## src/rtl/fcmp_unit.sv

```systemverilog
// fcmp_unit: two-stage FP compare execution stage (feq/flt/fle).
// S1 holds the issued op, S2 holds the registered result for writeback.
module fcmp_unit #(
    parameter int RD_W     = 5,
    parameter bit ILL_FLAG = 1'b1
) (
    input  logic            clk,
    input  logic            rstn,
    input  logic            flush,
    input  logic            in_valid,
    output logic            in_ready,
    input  logic [1:0]      in_op,
    input  logic [31:0]     in_x1,
    input  logic [31:0]     in_x2,
    input  logic [RD_W-1:0] in_rd,
    output logic            out_valid,
    input  logic            out_ready,
    output logic [31:0]     out_data,
    output logic [RD_W-1:0] out_rd,
    output logic            out_nan,
    output logic            out_ill
);

    typedef struct packed {
        logic [1:0]      op;
        logic [31:0]     x1;
        logic [31:0]     x2;
        logic [RD_W-1:0] rd;
    } s1_t;

    function automatic logic is_nan(input logic [31:0] x);
        return (x[30:23] == 8'hFF) && (x[22:0] != 23'd0);
    endfunction

    function automatic logic both_zero(input logic [31:0] a, input logic [31:0] b);
        return (a[30:0] == 31'd0) && (b[30:0] == 31'd0);
    endfunction

    function automatic logic fequal(input logic [31:0] a, input logic [31:0] b);
        if (is_nan(a) || is_nan(b)) return 1'b0;
        if (both_zero(a, b)) return 1'b1;
        return a == b;
    endfunction

    // Sign-magnitude order: negatives compare with reversed magnitude.
    function automatic logic fless(input logic [31:0] a, input logic [31:0] b);
        if (is_nan(a) || is_nan(b)) return 1'b0;
        if (both_zero(a, b)) return 1'b0;
        if (a[31] != b[31]) return a[31];
        if (a[31]) return a[30:0] > b[30:0];
        return a[30:0] < b[30:0];
    endfunction

    logic            s1_valid_q;
    s1_t             s1_q;
    logic            s2_valid_q;
    logic            res_q;
    logic [RD_W-1:0] rd_q;
    logic            nan_q;
    logic            ill_q;

    logic            s2_adv;
    logic            accept;
    logic            eq;
    logic            less;
    logic            res_d;
    logic            nan_d;
    logic            ill_d;

    assign s2_adv   = ~s2_valid_q | out_ready;
    assign in_ready = (~s1_valid_q | s2_adv) & ~flush & rstn;
    assign accept   = in_valid & in_ready;

    always_comb begin
        eq    = fequal(s1_q.x1, s1_q.x2);
        less  = fless(s1_q.x1, s1_q.x2);
        nan_d = is_nan(s1_q.x1) | is_nan(s1_q.x2);
        res_d = 1'b0;
        ill_d = 1'b0;
        unique case (1'b1)
            (s1_q.op == 2'b00): res_d = eq;
            (s1_q.op == 2'b01): res_d = less;
            (s1_q.op == 2'b10): res_d = less | eq;
            (s1_q.op == 2'b11): begin
                res_d = ILL_FLAG ? 1'b0 : eq;
                ill_d = ILL_FLAG;
            end
            default: res_d = 1'b0;
        endcase
    end

    always_ff @(posedge clk or negedge rstn) begin
        if (!rstn) begin
            s1_valid_q <= 1'b0;
            s1_q       <= '0;
            s2_valid_q <= 1'b0;
            res_q      <= 1'b0;
            rd_q       <= '0;
            nan_q      <= 1'b0;
            ill_q      <= 1'b0;
        end else if (flush) begin
            s1_valid_q <= 1'b0;
            s2_valid_q <= 1'b0;
        end else begin
            if (s2_adv) begin
                s2_valid_q <= s1_valid_q;
                if (s1_valid_q) begin
                    res_q <= res_d;
                    rd_q  <= s1_q.rd;
                    nan_q <= nan_d;
                    ill_q <= ill_d;
                end
            end
            if (accept) begin
                s1_valid_q <= 1'b1;
                s1_q       <= '{op: in_op, x1: in_x1, x2: in_x2, rd: in_rd};
            end else if (s2_adv) begin
                s1_valid_q <= 1'b0;
            end
        end
    end

    assign out_valid = s2_valid_q;
    assign out_data  = {31'd0, res_q};
    assign out_rd    = rd_q;
    assign out_nan   = nan_q;
    assign out_ill   = ill_q;

endmodule

```

## config.mk

```make
export PLATFORM = sky130hd
export DESIGN_NAME = fcmp_unit
export DESIGN_NICKNAME = d
export VERILOG_FILES = /design/src/rtl/fcmp_unit.sv
export SDC_FILE = /design/constraint.sdc
export NUM_CORES = 1
export LEC_CHECK = 0
export BUFFER_PORTS_ARGS = -buffer_cell sky130_fd_sc_hd__buf_2
export CORE_MARGIN = 2
export CORE_UTILIZATION = 57
export DETAILED_ROUTE_END_ITERATION = 7
export HOLD_SLACK_MARGIN = 0.06
export PLACE_DENSITY = 0.9
export SYNTH_ARGS = -nofsm -noshare
export SYNTH_HDL_FRONTEND = slang
export SYNTH_SLANG_ARGS = --single-unit
```

## constraint.sdc

```tcl
create_clock -name clk -period 5.6 [get_ports clk]
set_input_delay 1.12 -clock clk [delete_from_list [all_inputs] [get_ports clk]]
set_output_delay 1.12 -clock clk [all_outputs]
set_load 0.02 [all_outputs]
```

== After elaboration in Yosys (flattened, before gate mapping) ==
Cells that the tools add are included.

* Flip-flop bits (word level): 81
* Latch bits: 0
* Memory bits (writable): 0
* Bits in read-only memories: 0
* Output and inout bits: 41
* Word-level logic and storage cells: 70
* Memories: 0

* Add/subtract/negate cells: 0
* Multipliers: 0
* Div/mod/pow operators: 0
* $lt $le $gt $ge: 2
* Equal/unequal tests: 7
* Shift-type cells: 0
* Multiplexer cells: 28
* Bitwise logic cells: 10
* Reduce and logical (&&, ||, !) cells: 13

{| class="wikitable"
|+ Operators by type and width
! kind !! number
|-
| zero test 31 bit || 2
|-
| nonzero test 23 bit || 2
|-
| == test 32 bit || 1
|-
| > comparator 31 bit || 1
|-
| < comparator 31 bit || 1
|-
| two-way mux 1 bit || 27
|-
| == test 8 bit (second input constant) || 2
|-
| == test 2 bit (second input constant) || 2
|-
| bitwise OR 1 bit || 4
|-
| bitwise AND 1 bit || 3
|-
| logical AND 1 bit || 3
|-
| inverter 1 bit || 3
|-
| case mux 1 bit (3 select lines) || 1
|-
| AND reduction 3 bit || 1
|-
| nonzero test 3 bit || 1
|-
| == test 2 x 1 -> 1 bit (second input constant) || 1
|-
| zero test 2 bit || 1
|-
| AND reduction 2 bit || 1
|-
| nonzero test 2 bit || 1
|-
| logical OR 1 bit || 1
|-
| inequality test 1 bit || 1
|}

== Depth between registers and ports, before layout ==
Gate-level depths: netlist (run 1).

* Depth after elaboration: 16
* Depth in mapped cells: 8
* Depth with buffers taken out: 8

== Least setup slack after synthesis (run 1) ==
No wires, ideal clock.

* Kind: input -> register
* From: in flush
* To: reg s1_q[52] (netlist bit)
* Arrival time: 2.658 ns
* Required time: 5.475 ns
* Setup slack: 2.817 ns
* Stages on the path: 7
* Buffers on the path: 3
* Cells stage by stage: nand2b_1 a21oi_1 and2_1 clkbuf_1 buf_2 buf_2 mux2_2

* Cells in the longest elaborated chain, start to end: 5

{| class="wikitable"
|+ RTL lines
! element !! line !! text
|-
| from (decl) || 9 || <nowiki>input logic flush,</nowiki>
|-
| inverter 1 bit (no line) || n/a ||
|-
| bitwise AND 1 bit (2 in a row) || 71 || <nowiki>assign in_ready = (~s1_valid_q | s2_adv) & ~flush & rstn;</nowiki>
|-
| named net in_ready || 11 || <nowiki>output logic in_ready,</nowiki>
|-
| bitwise AND 1 bit || 72 || <nowiki>assign accept = in_valid & in_ready;</nowiki>
|-
| AND reduction 2 bit (no line) || n/a ||
|-
| to (signal assigned) || 116 || <nowiki>s1_q <= '{op: in_op, x1: in_x1, x2: in_x2, rd: in_rd};</nowiki>
|-
| to (decl) || 55 || <nowiki>s1_t s1_q;</nowiki>
|}

The timed path passes the listed nets, and every way through them passes these cells.
A chain may end at the register's enable or synchronous reset.

== Worst setup path after layout (run 1) ==
* From: in rstn
* To: out in_ready

* Cells in the longest elaborated chain, start to end: 1

{| class="wikitable"
|+ RTL lines
! element !! line !! text
|-
| from (decl) || 8 || <nowiki>input logic rstn,</nowiki>
|-
| bitwise AND 1 bit || 71 ||
|-
| to (decl) || 11 ||
|}

Every way passes these cells.

==> results.md, run 1 <==
* Startpoint class of the critical path: input port
* FF+latch area at 0.00203 sq mm
* TritonCTS clock tree: built
* Slowest stage delay, CP at 0.41 ns
* Multi-input gate area at between 0.0015 and 0.002 sq mm
* PortBufs at 85
* CP cell instances: buf_4, nand2b_1, a21oi_1, buf_2
* Worst-margin pin slew at 1.04 ns
* GRT overflow at 0
* Syn Std Cell Area at around 0.0042 sq mm
* Main synth FF type: dfrtp_1
* Die area at a little over 0.008 sq mm
* N_diodes at 0
* GRT Total Usage at 0.246
* Final setup viols at 0
* Die Wd at 90.1 um
* Power per cell area at between 300 and 400 mW/mm^2
* Synth top area share at 0.480
* Final period utilization at 0.562
* Worst setup EP type: output pin
* Synth async-reset ratio at 1.00
* Crit path from: rstn
* Delay-heaviest family, CP: buffers and inverters
* Syn_area_per_cell at between 10 and 15 sq um
* Final setup TNS at 0 ns
* IO Count at 117
* Global placer's final weighted congestion at about 0.84
* Number of global-route vias before repair at roughly 3300
* Detailed Place HPWL at ~6800 um
* R2r endpoint: res_q
* Post-synthesis sequential area ratio at 0.480
* R2R depth at 8
* HP Class: register to register
* Root Driver: clkbuf_8
* Clock transition at path regs at 0.07 ns
* Share of cells above drive strength 1 at 0.312
* Flop2flop setup slack at 3.20 ns
* Initial DRC Count at approximately 220
* RSZ-0062 raised after global routing: false
* Area contributors post-synth: dfrtp_1 (48%), mux2_2 (12%), ha_1 (9.2%)
* Largest area contributor in the netlist: dfrtp_1
* Reg-to-Reg Start: s1_q[13]
* Post-CTS Setup Inserts at 0
* Rows at 31
* Worst path depth at 4
* Drt wl/cell at between 15 and 20 um
* DRC violations left at 0
* Worst Setup EP: in_ready
* Vias per inst at 5.45
* Largest fanout on the critical path at 41
* Final Max Slew Viols at 0
* Final Instance Area at roughly 0.0048 sq mm
* Worst skew pair latency at roughly 0.36 ns
* Layout Area Growth over Synthesis at 14.8%
* Critical path class: input port to output pin
* Synth warn at 0
* Critical path arrival at around 2 ns
* Num CTS Buffers at 9
* Max Cap Violations at 0
* Synth unique cells at 37
* Antenna-violating nets left at 0
* Max-slew headroom at 0.307
* Die height at 90.1 um
* Largest net degree at the start of global routing at between 100 and 150
* Fillers at about 560
* CORE AREA at 0.00721 sq mm
* Initial Util at 0.586
* CTS Hold Buffers Added at 0
* Final worst path period need at between 3 and 4 ns
* Post-Syn Instances at roughly 390
* Vias at approximately 3200
* H-tree Lvls at 3
* Global-route wire length before repair at roughly 16000 um
* CP Data Required Time at 4.48 ns
* Synth cell count leaders: dfrtp_1 (81), mux2_2 (45), nand2_1 (40), o21ai_0 (35)
* Skew final at around 0.0067 ns
* Nets at between 500 and 600
* Worst ir drop on vdd at roughly 0.19 mV
* Sink Count at 81
* Clock Tree Buf Depth at 2
* Register bit total from synthesis at 81
* Static leakage at approximately 2.3 nW
* Most frequent cell after synthesis: dfrtp_1
* CP max stage cell: buf_4
* Final Hold Viols at 0
* # resized after CTS at 0
* Final WL at roughly 9400 um
* Pre-antenna DRT Iters at 4
* Placed cell area at about 0.0046 sq mm
* FMAX at 318 MHz
* Initial antenna violation count at 0
* Number of synthesized flops with an enable pin at 0
* CP bufs+invs at 2
* Status: complete, no violations
## area by class of cell
type	instances	area share
Clock inverter	5	0.0212
Timing Repair Buffer	86	0.0898
Multi-Input combinational cell	266	0.391
Tap cell	99	0.0256
Sequential cell	81	0.418
Inverter	32	0.0248
Clock buffer	11	0.0292
## stage by stage
stage | utilization | std cells | total power [mW] | setup WS [ns] | hold slack [ns]
3_5_place_dp | 0.638 | 564 | 1.23 | 2.28 | 0.477
4_1_cts | 0.672 | 580 | 1.76 | 2.42 | 0.494
6_report | 0.672 | 580 | 1.76 | 2.45 | 0.491
2_1_floorplan | - | 424 | 1.09 | 2.82 | 0.477
5_1_grt | 0.672 | 580 | 1.86 | 2.32 | 0.514
3_3_place_gp | 0.638 | 564 | 1.19 | 2.37 | 0.469
## registers in the layout, summed over array words and instances, names as in the netlist
register    cells
res_q           1
out_nan         1
out_valid       1
s1_valid_q      1
s1_q           71
out_rd          5
out_ill         1
## cells in the final DEF (no fill, tap or decap), types with 2 or more instances in the layout
| cell | count |
|---|---|
| nor2_1 | 4 |
| nand4_1 | 14 |
| nand2b_1 | 4 |
| o21bai_1 | 4 |
| nor4_1 | 15 |
| nand2_1 | 40 |
| nand3b_1 | 2 |
| ha_1 | 31 |
| o21ai_0 | 35 |
| o21a_1 | 3 |
| clkbuf_8 | 10 |
| nor3_1 | 2 |
| buf_2 | 84 |
| conb_1 | 31 |
| inv_1 | 32 |
| a221o_1 | 2 |
| mux2_2 | 45 |
| a21o_1 | 3 |
| dfrtp_1 | 81 |
| a21oi_1 | 13 |
| nand3_1 | 2 |
| bufinv_16 | 3 |
| buf_4 | 2 |
| xnor2_1 | 2 |
## how the worst min path moves through the flow
stage	start	end	slack (ns)	cells after the start
finish	out_ill	out_ill	0.49	2
floorplan	s1_q[0]	s1_q[0]	0.48	1
global route	out_ill	out_ill	0.51	2
CTS	out_ill	out_ill	0.49	2
global placement	out_ill	out_ill	0.47	2
detailed placement	out_ill	out_ill	0.48	2
## report_power, final
| part | internal (mW) | switching, mW |
|---|---|---|
| logic | 0.204 | 0.244 |
| clock network | 0.308 | 0.212 |
| registers | 0.696 | 0.0922 |
## routing by layer
metal,vias up,global-route usage,routed length (um)
met5,-,0,0
met4,0,0.0885,238
met3,26,0.0553,498
met2,123,0.414,4770
met1,1528,0.314,3870
li1,1483,-,-
## worst min-delay path, stage by stage (launching register included)
cell and delay, ns:
dfrtp_1 0.35, nand2_1 0.05, o21ai_0 0.06
## logic make-up after synthesis
| kind of cell | Yosys count | share of synthesized area |
|---|---|---|
| mux | 45 | 0.120 |
| fa+ha+maj | 31 | 0.0918 |
| flops | 81 | 0.480 |
| other cells | 1 | 0.000888 |
| compound gates | 67 | 0.0954 |
| buf+inv | 77 | 0.0983 |
| simple gates | 90 | 0.110 |
| xor+xnor | 2 | 0.00415 |
No activity file was read; power rests on OpenSTA's default activity.
==> run 2: changes to the inputs <==
ABC_AREA = 1   (was not set)
CORE_UTILIZATION = 54   (was 57)
PLACE_DENSITY = 0.85   (was 0.9)
clock period = 3 ns   (was 5.6 ns; I/O delays follow)
==> run 2 against run 1 <==
Against the previous run: die area is 18% higher; register-to-register slack worse by 2.0 ns; cell count is 27% higher; clock-buffer cell count is 1 lower; core utilization is 5.5 points lower; design area is 10% higher; largest cell class is now multi-input gates; critical endpoint unchanged; non-clock buffer count is 4 higher; worst hold slack worse by 0.061 ns; highest routed layer unchanged.
==> results.md, run 2 <==
* Status: complete, no violations
* Placed Cells at 719 (+27%)
* Syn Std Cell Area at 0.00476 sq mm (+13%)
* Synth Area in Compound Gates at 0.0881 (-0.00729)
* Synth unique cells at 31 (-16%)
* FMAX at 530 MHz
* Total power at 3.24 mW (+84%)
* H-tree Lvls at 3 (unchanged)
* Die Wd at 97.9 um (+8.6%)
* Largest Register: s1_q
* Largest fanout on the critical path at 3 (-93%)
* Syn_area_per_cell at 8.88 sq um (-17%)
* Root Driver: clkbuf_8
* Max-slew headroom at 0.323 (+0.0155)
* Final Instance Area at 0.00533 sq mm (+10%)
* Initial DRC Count at 146 (-33%)
* DRC violations left at 0 (unchanged)
* Sink Count at 81 (unchanged)
* Skew final at 0.00844 ns (+0.00172 ns)
* Final Util at 0.617 (-0.0545)
* Static leakage at 2.79 nW (+21%)
* Commonest cells after routing, fill and taps aside: nor2_1 (112), nand2_1 (84), buf_2 (84)
* N_diodes at 0 (unchanged)
* Initial antenna violation count at 0 (unchanged)
* Rows at 34 (+9.7%)
* HP Class: input port to register
* Xor-xnor portion of the synthesized cell area at 0.00368 (-0.000466)
* Final Max Slew Viols at 0 (unchanged)
* Worst ir drop on vdd at 0.320 mV (+71%)
* Dpl ws at 0.835 ns (-1.44 ns)
* Synth cell count leaders: nor2_1 (112), nand2_1 (84), dfrtp_1 (81), inv_1 (55), buf_4 (35)
* Flop2flop setup slack at 1.18 ns (-2.02 ns)
* Synth top area share at 0.426 (-0.0539)
* Area contributors post-synth: dfrtp_1 (43%), nor2_1 (8.8%), ha_1 (8.2%)
* Antenna-violating nets left at 0 (unchanged)
* Global placer's final weighted congestion at 0.885 (+5.7%)
* Multiplexer share of the synthesized area at 0.0813 (-0.0387)
* Simple-gate portion of the synthesized area at 0.196 (+0.0860)
* # resized after CTS at 0 (unchanged)
* Synth warn at 0 (unchanged)
* Layout Area Growth over Synthesis at 12.0%
* GRT Total Usage at 0.207 (-0.0390)
* Worst skew pair latency at 0.36 ns (about the same)
* Initial Util at 0.551 (-0.0345)
* Largest net degree at the start of global routing at 82 (-21%)
* IO Count at 117 (unchanged)
* PortBufs at 85 (unchanged)
* Post-synthesis sequential area ratio at 0.426 (-0.0539)
* Commonest non-fill, non-tap cell in the layout: nor2_1
* Die height at 97.9 um (+8.6%)
* Adder-Cell Fraction of Synth Area at 0.0815 (-0.0103)
* Global-route wire length before repair at 15800 um (-0.73%)
* Num CTS Buffers at 9 (unchanged)
* Max reg flops at 71 (unchanged)
* Fin cells at 735 (+27%)
* Power per cell area at 607 mW/mm^2 (+68%)
* Startpoint class of the critical path: register
* Final WL at 9630 um (+2.7%)
* Final WS setup at 1.11 ns (-1.34 ns)
* Register bit total from synthesis at 81 (unchanged)
* Detailed Place HPWL at 7350 um (+8.5%)
* Clock transition at path regs at 0.08 ns (about the same)
* Number of synthesized flops with an enable pin at 0 (unchanged)
* Main synth FF type: dfrtp_1
* Placed cell area at 0.00512 sq mm (+11%)
* Final worst path period need at about 1.9 ns
* CP Data Required Time at 2.40 ns (-2.08 ns)
* Share of cells above drive strength 1 at 0.273 (-0.0391)
* Final Hold Viols at 0 (unchanged)
* Post-CTS Setup Inserts at 0 (unchanged)
* Number of global-route vias before repair at 3476 (+6.4%)
* CTS Hold Buffers Added at 0 (unchanged)
* Pre-antenna DRT Iters at 6 (+2)
* Vias at 3646 (+15%)
* Most frequent cell after synthesis: nor2_1
* Largest area contributor in the netlist: dfrtp_1
* Nets at 729 (+25%)
* Critical path class: register to output pin
* Final period utilization at 0.628
* Largest family of logic cells by synthesized area: simple AND/OR/NAND/NOR gates
* Vias per inst at 4.96 (-9.0%)
* Final setup viols at 0 (unchanged)
* Post-Syn Instances at 536 (+36%)
* CORE AREA at 0.00864 sq mm (+20%)
* Drt wl/cell at 13.1 um (-19%)
* Clock Tree Buf Depth at 2 (unchanged)
* Worst-margin pin slew at 1.02 ns (-0.0232 ns)
* Synth async-reset ratio at 1.00 (unchanged)
* Die area at 0.00958 sq mm (+18%)
* GRT overflow at 0 (unchanged)
* Critical path arrival at 1.29 ns (-0.74 ns)
* RSZ-0062 raised after global routing: false
* Max Cap Violations at 0 (unchanged)
* Worst setup EP type: output pin
* TritonCTS clock tree: built
* Final setup TNS at 0 ns (unchanged)
* Final hold slack at 0.431 ns (-0.0606 ns)
## run 2: area by class of cell
| type | instances | area [sq um] |
|---|---|---|
| fill | 734 | 3300 |
| multi-input combinational | 384 | 2260 |
| sequential | 81 | 2030 |
| timing repair buffer | 90 | 490 |
| inverter | 56 | 210 |
| tap | 108 | 135 |
| clock buffer | 10 | 128 |
| clock inverter | 6 | 82.6 |
## run 2: worst paths after layout
kind	start	endpoint	cells after the start
worst max-delay path	out_valid	in_ready	6
worst min-delay path	flush	out_valid	2
worst max register to register	s1_q[19]	res_q	14
worst min register to register	out_rd[2]	out_rd[2]	2
max in group asynchronous	rstn	s1_q[29]	2
min in group asynchronous	rstn	s1_q[2]	2
## run 2: cell families (layout without fill, tap and decap cells)
kind of cell	count (synthesis)	after routing
flops	81	81
fa+ha+maj	31	31
compound gates	60	60
xor+xnor	2	2
buf+inv	101	162
mux	32	32
other cells	1	31
simple gates	228	228
## run 2: critical path, stage by stage (launching register included)
cell and delay (ns):
dfrtp_1 0.35, inv_1 0.05, nor2_2 0.14, nand2_1 0.08, nand3b_1 0.10, inv_2 0.05, buf_2 0.15
## run 2: where the power goes
group          switching, mW  leakage, nW  total, mW  internal [mW]
registers              0.159        0.923       1.45           1.29
clock network          0.402        0.106      0.866          0.464
logic                  0.528         1.76      0.922          0.394
## run 2: per-layer routing
metal  track usage  vias to the layer above  share of wire
met1         0.260                     1691           0.43
met5             0                        -              0
li1              -                     1830              -
met2         0.349                      104           0.50
met3        0.0501                       21          0.051
met4        0.0769                        0          0.019
==> run 3: changes to the inputs <==
clock period = 1.8 ns   (was 3 ns; I/O delays follow)
==> run 3 against run 2 <==
Against the previous run: the run now ends with negative setup slack left; die area did not move; design area rose by 12%; non-clock buffer count rose by 29; global-route usage rose by 0.39 points; largest cell class unchanged; routed wire length rose by 22%; worst setup slack got worse by 1.2 ns; register-to-register slack got worse by 1.3 ns; sequential power rose by 71%; sequential share of layout area fell by 4.0 points; critical path type is now register to register; highest routed layer unchanged.
==> results.md, run 3 (synthesis gave the netlist of run 2 again) <==
* Status: complete, but fails checks
* Failing checks: negative setup slack
* Sink Count at 81 (unchanged)
* Nets at 758 (+4.0%)
* Vias per inst at 5.34 (+7.7%)
* Antenna-violating nets left at 0 (unchanged)
* Die height at 97.9 um (unchanged)
* Largest net degree at the start of global routing at 82 (unchanged)
* IO Count at 117 (unchanged)
* Startpoint class of the critical path: register
* Number of global-route vias before repair at 3687 (+6.1%)
* Vias at 4082 (+12%)
* Largest fanout on the critical path at 3 (unchanged)
* Worst Setup EP: res_q
* RSZ-0062 raised after global routing: true
* R2r endpoint: res_q
* Largest Register: s1_q
* Pre-antenna DRT Iters at 5 (-1)
* Final Util at 0.691 (+0.0732)
* Worst setup EP type: register
* DRC violations left at 0 (unchanged)
* Rows at 34 (unchanged)
* Static leakage at 2.93 nW (+4.8%)
* Total power at 6.19 mW (+91%)
* Critical path's most frequent cell: nand2_2
* Commonest non-fill, non-tap cell in the layout: nor2_1
* Global placer's final weighted congestion at 1.00 (+13%)
* Root Driver: clkbuf_8
* Reg-to-Reg Start: s1_q[19]
* Worst ir drop on vdd at 0.604 mV (+89%)
* HP Class: input port to register
* Share of cells above drive strength 1 at 0.410 (+0.137)
* Worst-margin pin slew at 0.995 ns (-0.0209 ns)
* Num CTS Buffers at 9 (unchanged)
* N_diodes at 0 (unchanged)
* Fillers at 599 (-18%)
* CTS Hold Buffers Added at 0 (unchanged)
* Switching pwr at 2.19 mW (+100%)
* Sw Ratio at 0.353 (+0.0167)
* Comb pwr share at 0.352 (+0.067)
* Drt wl/cell at 15.3 um (+17%)
* Final setup TNS at -0.0756 ns (-0.0756 ns)
* CORE AREA at 0.00864 sq mm (unchanged)
* Final worst path period need at between 1.5 and 2 ns
* Final period utilization at 1.04
* Dpl ws at 0.0245 ns (-0.810 ns)
* Final WL at 11700 um (+22%)
* CP Data Required Time at 2.10 ns (-0.30 ns)
* P_int at 4.00 mW (+86%)
* GRT Total Usage at 0.211 (+0.00393)
* CP cell instances: inv_2, ha_4, nand2_4, nor2_4, nand2_2, nor2_1, nand2_1, nand2_2, nand2_2, nand2_2, nand2_1, nand2_1, nand2_2, a21oi_2
* Max reg flops at 71 (unchanged)
* FMAX at roughly 530 MHz
* Die area at 0.00958 sq mm (unchanged)
* Skew final at 0.00788 ns (-0.000552 ns)
* GRT overflow at 0 (unchanged)
* TritonCTS clock tree: built
* FF+latch area at 0.00203 sq mm (about the same)
* Global-route wire length before repair at 16400 um (+3.5%)
* Max-slew headroom at 0.337 (+0.0139)
* H-tree Lvls at 3 (unchanged)
* Final Max Slew Viols at 0 (unchanged)
* Detailed Place HPWL at 7350 um (about the same)
* Initial Util at 0.551 (unchanged)
* Initial antenna violation count at 0 (unchanged)
* Power per cell area at 1040 mW/mm^2 (+71%)
* Clock Tree Buf Depth at 2 (unchanged)
* Worst skew pair latency at 0.37 ns (about the same)
* Clk pwr share at 0.248 (-0.020)
* Flop2flop setup slack at -0.08 ns (-1.26 ns)
* Slowest stage delay, CP at 0.41 ns (+0.06 ns)
* Critical path class: register to register
* PortBufs at 85 (unchanged)
* R2R depth at 14 (unchanged)
* Multi-input gate area at 0.00264 sq mm (+17%)
* Final Hold Viols at 0 (unchanged)
* Crit path from: s1_q[19]
* Critical path arrival at 2.18 ns (+0.89 ns)
* Die Wd at 97.9 um (unchanged)
* Final WS setup at -0.0756 ns (-1.19 ns)
* Layout Area Growth over Synthesis at 25.3%
* Clock transition at path regs at 0.09 ns (about the same)
* Final setup viols at 1 (+1)
* Initial DRC Count at 227 (+55%)
* Max Cap Violations at 0 (unchanged)
* Sequential power share at 0.400 (-0.048)
* CP max stage cell: dfrtp_1
* Final hold slack at 0.186 ns (-0.245 ns)
* Commonest cells after routing, fill and taps aside: nor2_1 (108), buf_2 (84), dfrtp_1 (80)
==> run 3: cell count changes in the layout (fill, tap and decap cells not counted), sizes merged <==
cell	previous run	this run
buf	90	119
clkinvlp	1	0
clkinv	3	4
==> run 3: power groups by stage <==
stage / combinational, mW / clock (mW) / sequential [mW]
finish: 2.18 / 1.53 / 2.48
global route: 2.40 / 1.64 / 2.51
CTS: 1.59 / 1.54 / 2.41
detailed placement: 1.57 / 0 / 2.44
global placement: 1.50 / 0 / 2.43
floorplan: 1.16 / 0 / 2.42
==> run 3: timing repair <==
item | in CTS | in global routing
setup endpoints to repair | 1 | 1
buffers inserted | 0 | 22
cloned | 0 | 0
resized for setup | 1 | 70
pin swaps | 0 | 28
endpoints found under the hold margin | 0 | 0
==> run 3: worst min-delay path by stage <==
stage               from        end  slack, ns  depth (start not counted)
2_1_floorplan       rstn    out_ill       0.06                          0
3_3_place_gp   out_rd[3]  out_rd[3]       0.47                          2
3_5_place_dp   out_rd[2]  out_rd[2]       0.47                          2
4_1_cts            flush  out_valid       0.18                          2
5_1_grt            flush  out_valid       0.19                          2
6_report           flush  out_valid       0.19                          2
==> run 3: area by class of cell <==
class / instances / share of cell area
clock inverters: 6 / 0.0153
multi-input cells: 384 / 0.443
inverters: 56 / 0.0352
repair buffers: 119 / 0.121
well taps: 108 / 0.0227
clock buffers: 10 / 0.0231
flip-flops and latches: 81 / 0.340
==> run 3: worst max-delay path, delay by kind of cell, from the launching register on <==
| kind | cells | cell delay, ns |
|---|---|---|
| adder cells (fa/ha/maj) | 1 | 0.30 |
| flip-flops | 1 | 0.41 |
| AND/OR/NAND/NOR | 11 | 0.86 |
| buffers and inverters | 1 | 0.08 |
| AO/OA/AOI/OAI | 1 | 0.15 |
==> run 3: through the flow <==
stage | cell area (sq um) | cells
6_report | 5960 | 764
3_3_place_gp | 5190 | 726
2_1_floorplan | 4870 | 566
4_1_cts | 5420 | 742
5_1_grt | 5960 | 764
3_5_place_dp | 5190 | 726
==> run 3: per-layer routing <==
metal,vias to the layer above,global-route usage,share of wire
met3,36,0.0480,0.069
li1,1898,-,-
met5,-,0,0
met2,201,0.355,0.50
met1,1947,0.260,0.39
met4,0,0.0962,0.033
